**src/rtl/decoder_pkg.sv**
```systemverilog
// rtl/decoder_pkg.sv - shared widths, state type and one-hot helper for the pulse decoder
package decoder_pkg;

   localparam int CODE_W = 4;
   localparam int OUT_W  = 16;

   typedef enum logic {
      DEC_IDLE,
      DEC_ACTIVE
   } dec_state_t;

   function automatic logic [OUT_W-1:0] onehot16(input logic [CODE_W-1:0] code);
      onehot16 = 16'h0001 << code;
   endfunction

endpackage

```
**src/rtl/dec_hold_timer.sv**
```systemverilog
// rtl/dec_hold_timer.sv - loadable down-counter that parks at zero
module dec_hold_timer #(
   parameter int CNT_W = 8
) (
   input  logic             clk,
   input  logic             rst,
   input  logic             load,
   input  logic [CNT_W-1:0] load_val,
   input  logic             clear,
   output logic             zero
);

   logic [CNT_W-1:0] cnt;

   // clear beats load so an abort can never be overridden by a same-edge reload
   always_ff @(posedge clk) begin
      if (rst) begin
         cnt <= '0;
      end else if (clear) begin
         cnt <= '0;
      end else if (load) begin
         cnt <= load_val;
      end else if (cnt != '0) begin
         cnt <= cnt - 1'b1;
      end
   end

   assign zero = (cnt == '0);

endmodule

```
**src/rtl/decoder_4to16_pulse.sv**
```systemverilog
// rtl/decoder_4to16_pulse.sv - registered 4-to-16 one-hot decoder with programmable pulse length
// Optional abort input enabled by DECODER_PULSE_ABORT_EN.
module decoder_4to16_pulse
   import decoder_pkg::*;
#(
   parameter int PULSE_LEN = 4,
   parameter int CNT_W     = 8
) (
   input  logic              clk,
   input  logic              rst,
   input  logic [CODE_W-1:0] in_code,
   input  logic              in_valid,
`ifdef DECODER_PULSE_ABORT_EN
   input  logic              abort,
`endif
   output logic              in_ready,
   output logic [OUT_W-1:0]  out,
   output logic              out_valid,
   output logic              busy
);

   dec_state_t       state, next_state;
   logic [OUT_W-1:0] out_r, next_out;
   logic             accept, kill;
   logic             tmr_load, tmr_clear, tmr_zero;

`ifdef DECODER_PULSE_ABORT_EN
   assign kill = abort;
`else
   assign kill = 1'b0;
`endif

   dec_hold_timer #(
      .CNT_W (CNT_W)
   ) u_timer (
      .clk      (clk),
      .rst      (rst),
      .load     (tmr_load),
      .load_val (CNT_W'(PULSE_LEN - 1)),
      .clear    (tmr_clear),
      .zero     (tmr_zero)
   );

   // the last hold cycle (counter at zero) can take the next code, giving gapless back-to-back pulses
   always_comb begin
      if (rst) begin
         in_ready = 1'b1;
      end else if (kill) begin
         in_ready = 1'b0;
      end else if (state == DEC_IDLE) begin
         in_ready = 1'b1;
      end else begin
         in_ready = tmr_zero;
      end
   end

   assign accept = in_valid && in_ready;

   always_comb begin
      next_state = state;
      next_out   = out_r;
      tmr_load   = 1'b0;
      tmr_clear  = 1'b0;
      case (state)
         DEC_IDLE: begin
            if (accept) begin
               next_state = DEC_ACTIVE;
               next_out   = onehot16(in_code);
               tmr_load   = 1'b1;
            end
         end
         DEC_ACTIVE: begin
            if (kill) begin
               next_state = DEC_IDLE;
               next_out   = '0;
               tmr_clear  = 1'b1;
            end else if (tmr_zero) begin
               if (accept) begin
                  next_out = onehot16(in_code);
                  tmr_load = 1'b1;
               end else begin
                  next_state = DEC_IDLE;
                  next_out   = '0;
               end
            end
         end
         default: begin
            next_state = DEC_IDLE;
            next_out   = '0;
         end
      endcase
   end

   always_ff @(posedge clk) begin
      if (rst) begin
         state <= DEC_IDLE;
         out_r <= '0;
      end else begin
         state <= next_state;
         out_r <= next_out;
      end
   end

   assign out       = out_r;
   assign out_valid = |out_r;
   assign busy      = (state == DEC_ACTIVE);

endmodule

```
**config.mk**
```make
export PLATFORM = sky130hd
export DESIGN_NAME = decoder_4to16_pulse
export DESIGN_NICKNAME = d
export VERILOG_FILES = /design/src/rtl/decoder_pkg.sv /design/src/rtl/dec_hold_timer.sv /design/src/rtl/decoder_4to16_pulse.sv
export SDC_FILE = /design/constraint.sdc
export NUM_CORES = 1
export LEC_CHECK = 0
export CAP_MARGIN = 15
export CORE_AREA = 2 2 44 56
export DETAILED_ROUTE_END_ITERATION = 16
export DIE_AREA = 0 0 46 58
export PLACE_DENSITY = 0.88
export SYNTH_ARGS = -nofsm -noshare
export SYNTH_HDL_FRONTEND = slang
export SYNTH_SLANG_ARGS = --single-unit
```
**constraint.sdc**
```tcl
create_clock -name clk -period 5.3 [get_ports clk]
set_input_delay 0.795 -clock clk [delete_from_list [all_inputs] [get_ports clk]]
set_output_delay 0.795 -clock clk [all_outputs]
set_load 0.1 [all_outputs]
```
# ---- Word-level counts from Yosys, hierarchy flattened
# Index checks and enable logic that the tools add are counted.
dict set report totals {
  ff_bits 25
  input_bits 7
}
dict set report classes {
  n_eq_ne 2
  shift 1
  mux 13
  n_bitwise 1
  n_reduce_logical 7
  n_addsub 1
}
# operator count
set op_table {}
lappend op_table {{2-to-1 mux 16 bit} 3}
lappend op_table {{case mux 16 bit (2 select lines)} 1}
lappend op_table {{OR reduction 16 bit} 1}
lappend op_table {{left shift 1 x 4 -> 16 bit (first input constant)} 1}
lappend op_table {{zero test 8 bit} 1}
lappend op_table {{nonzero test 8 bit} 1}
lappend op_table {{subtractor 8 x 1 -> 8 bit (second input constant)} 1}
lappend op_table {{2-to-1 mux 1 bit} 5}
lappend op_table {{2-to-1 mux 2 bit} 2}
lappend op_table {{case mux 1 bit (2 select lines)} 2}
lappend op_table {{inequality test 2 x 1 -> 1 bit (second input constant)} 1}
lappend op_table {{inequality test 2 bit (second input constant)} 1}
lappend op_table {{AND reduction 2 bit} 1}
lappend op_table {{nonzero test 2 bit} 1}
lappend op_table {{OR reduction 2 bit} 1}
lappend op_table {{logical AND 1 bit} 1}
lappend op_table {{inverter 1 bit} 1}

# ---- Logic depth before layout (Yosys ltp)
dict set report logic_depth {
  ltp_word 8
  depth_mapped 6
}

# ---- Modules after synthesis
# A second synthesis with hierarchy kept.
dict set report unflattened {
  hier_cells 113
  area_unflattened_um2 1146.1
}
# module seq_area_each_um2 n_inst cells_per_inst area_per_inst_um2
set by_module_without_submodules {}
lappend by_module_without_submodules {decoder_4to16_pulse 340.3 1 59 688.2}
lappend by_module_without_submodules {dec_hold_timer 160.2 1 54 457.9}

# ---- Worst setup path before layout
# OpenSTA, ideal clock, no wires.
dict set report synth_path {
  path_kind {reg-to-output}
  startpoint {register out_r[8], in the netlist out[8]}
  endpoint {output out_valid}
  arrival_ps 1961
  n_path_buf 0
  setup_slack_ps 2544
  t_required_ps 4505
  path_stages_with_launch 3
  path_cell_list {dfxtp_1 nor4_1 nand4_1}
}
dict set report synth_via {
  elab_chain_len 1
}
# element line_no
set synth_lines {}
lappend synth_lines {{start: declaration} decoder_4to16_pulse.sv:23} ;# logic [OUT_W-1:0] out_r, next_out;
lappend synth_lines {{start signal: assignment} decoder_4to16_pulse.sv:100} ;# out_r <= next_out;
lappend synth_lines {{OR reduction 16 bit} decoder_4to16_pulse.sv:105} ;# assign out_valid = |out_r;
lappend synth_lines {{end: declaration} decoder_4to16_pulse.sv:18} ;# output logic out_valid,
# No other way between the ends.

# ---- Worst setup path in the final report
dict set report layout_path {
  startpoint {register u_timer.cnt[0]}
  endpoint {output in_ready}
}
dict set report layout_via {
  elab_chain_len 3
}
# element line_no
set layout_lines {}
lappend layout_lines {{start: declaration} dec_hold_timer.sv:13} ;# logic [CNT_W-1:0] cnt;
lappend layout_lines {{start signal: assignment} dec_hold_timer.sv:22} ;# cnt <= load_val;
lappend layout_lines {{start signal: assignment} dec_hold_timer.sv:24} ;# cnt <= cnt - 1'b1;
lappend layout_lines {{zero test 8 bit} dec_hold_timer.sv:28} ;# assign zero = (cnt == '0);
lappend layout_lines {{2-to-1 mux 1 bit} decoder_4to16_pulse.sv:50} ;# end else if (state == DEC_IDLE) begin
lappend layout_lines {{2-to-1 mux 1 bit} decoder_4to16_pulse.sv:46} ;# if (rst) begin
lappend layout_lines {{end: declaration} decoder_4to16_pulse.sv:16} ;# output logic in_ready,
# No other way between the ends.

==> impl_metrics.yaml <==
status:
  status: "finished clean"
logic_synthesis:
  synthDistinctLibCells: 32
  syn_avg_cell_area_sq_um: 10.6
  ys.flop_type: "dfxtp_1"
  synthArstFlopShare_pct: 0
  synth-simple-area-share_pct: 18.5
  synth-xor-area-share_pct: 1.66
  synth_top_area_share_pct: 47.5
  synth_compound_area_share_pct: 25.9
  syn_area_sq_mm: 0.00105
  ys_seq_area_share_pct: 47.5
  synth_top_family_by_area: "compound AO/OA/AOI/OAI gates"
  synthTopCellsByArea: "dfxtp_1 (48%), a32o_1 (14%), nor4_1 (3.6%)"
  synth_seq_cells: 25
  synth.area.mux_share_pct: 0
  synth_area_leader_cell: "dfxtp_1"
  syn-instance-count: 99
  yosys.area_share.adder_pct: 2.38
  synth_edf_count: 0
  ys_warn_count: 0
  syn_nets: 108
critical_path:
  cp_num_buf_inv: 2
  critPathKind: "register to output port"
  slowest_stage: "clkdlybuf4s50_1"
  worst_path_largest_cell_delay_ns: 1.12
  cp_data_required_time_ns: 4.51
  path_delay_family: "buffers and inverters"
  path_cells: "inv_1 -> ha_1 -> or3b_2 -> o21ai_4 -> or2_2 -> clkdlybuf4s50_1"
  end_kind: "output port"
  crit_path_start_kind: "register"
  path_max_fanout: 18
  crit_arrival_ns: 3.13
layout:
  multi_input_area_sq_um: 510
  syn2layout_area_growth_pct: 26.2
  antenna_cells: 0
  nets: 134
  final_core_util_pct: 62.2
  drive_gt1_share_pct: 6.45
  final_cell_mix: "dfxtp_1 (25), clkdlybuf4s50_1 (25), a32o_1 (15)"
  fill_cells: 183
  seq_area_sq_um: 500
cts:
  cts_tree: "yes"
  clock_path_buffers: 2
  cts_resized: 0
  cts_made_buffers: 3
  clock-sinks: 25
  clock_latency_ns: 0.30
  cts.hold.buffers_added: 0
  cts_root_buf: "clkbuf_4"
  cts.clk_slew.worst_paths_ns: 0.13
  htreeDepth: 1
  post-cts-setup-buffers: 0
drt:
  firstDrtPassIters: 2
  via_count: 907
  antenna_left: 0
  drc: 0
  drt_first_iter_violations: 6
  vias_per_cell: 6.26
  finalWirelength_um: 2220
  wl_per_cell_um: 15.3
die:
  rows: 19
  core-area_sq_mm: 0.00214
  initial_core_util_pct: 49.2
  fp.dieArea_sq_mm: 0.00267
  fp.dieW_um: 46
  pin_count: 26
  die_h_um: 58
pwr:
  vdd_drop_max_mv: 0.301
  power_leakage_nw: 0.472
  powerDensity_mw_per_mm2: 456
  power_mw: 0.606
placement:
  gp_congestion: 0.783
  port_buffers: 25
  place_ws_ns: 1.72
  hpwl_um: 1770
sta:
  worst_slew_pin_slew_ns: 1.04
  worst_slack_ns: 1.37
  period_minus_slack_ns: 3.93
  setup_viol: 0
  finalHoldViolCount: 0
  fmax_mhz: 254
  period_share_pct: 74.1
  slew_headroom_pct: 30.4
  rsz0062_at_grt: "no"
  report.final.slew_viol_count: 0
  clock_skew_ns: 0.00443
  tns_ns: 0
global_routing:
  grt_remaining_overflow: 0
  grt_pass1_wl_um: 3570
  grt_max_degree: 19
  antenna_found_initial: 0
  grt_usage_pct: 17.9
  grt_pass1_vias: 861
flow_run:
  max-cap-violations: 0
min_path:
  hold_class: "register to register"
## logic make-up after synthesis
kind of cell | after synthesis
DFF | 25
adders and majority gates | 2
xor gates and xnor gates | 2
buffers and inverters | 8
AOI/OAI and AO/OA | 31
and+or+nand+nor | 31
## metal layers
metal,global-route usage (%),vias to the layer above,part of all wire (%)
li1,-,445,-
met1,18.3,438,40
met2,33.9,20,55
met3,2.18,4,3.6
met4,7.76,0,1.4
met5,0,-,0
## Yosys cell counts (all sizes together), types with 2 or more instances
master	instances
nor2	6
buf	4
a32o	15
a221oi	2
a21oi	6
inv	4
nor4	6
and2	2
dfxtp	25
nor4b	2
ha	2
or4	2
nor3b	2
o21ai	3
nor2b	3
or3	2
xnor2	2
## state kept, by name, summed over array words and instances, names as in the netlist
name	count
out	16
u_timer.cnt	8
busy	1
## where the power goes
part	internal, mW	switching [mW]	leakage, nW
logic	0.0958	0.178	0.250
registers	0.217	0.0358	0.203
clock network	0.0281	0.0514	0.0177
## layout make-up
type                            instances  share of cell area, %
Clock buffer                            3                   1.69
Clock inverter                          1                  0.376
Inverter                                4                   1.13
Multi-Input combinational cell         66                   38.4
Sequential cell                        25                   37.6
Tap cell                               21                   1.98
Timing Repair Buffer                   25                   18.8
## worst register-to-register path, stage by stage (launching register included)
cell and delay [ns]:
dfxtp_1 0.46, inv_1 0.10, ha_1 0.21, nor3b_1 0.17
a311oi_2 0.92, a22o_1 0.26
## final timing paths
check	start	endpoint	slack [ns]	cells after the start
setup / recovery	u_timer.cnt[0]	in_ready	1.37	6
hold / removal	u_timer.cnt[7]	u_timer.cnt[7]	0.50	2
setup reg to reg	u_timer.cnt[0]	out[12]	3.15	5
hold reg to reg	u_timer.cnt[7]	u_timer.cnt[7]	0.50	2
## metrics by stage
| stage | hold slack, ns | instances | cell area [sq um] |
|---|---|---|---|
| after floorplan | 0.455 | 99 | 1050 |
| after global placement | 0.474 | 141 | 1300 |
| after detailed placement | 0.485 | 141 | 1300 |
| after CTS | 0.504 | 145 | 1330 |
| after global routing | 0.531 | 145 | 1330 |
| final | 0.500 | 145 | 1330 |
Note: power is estimated with default switching activity, not from simulation.
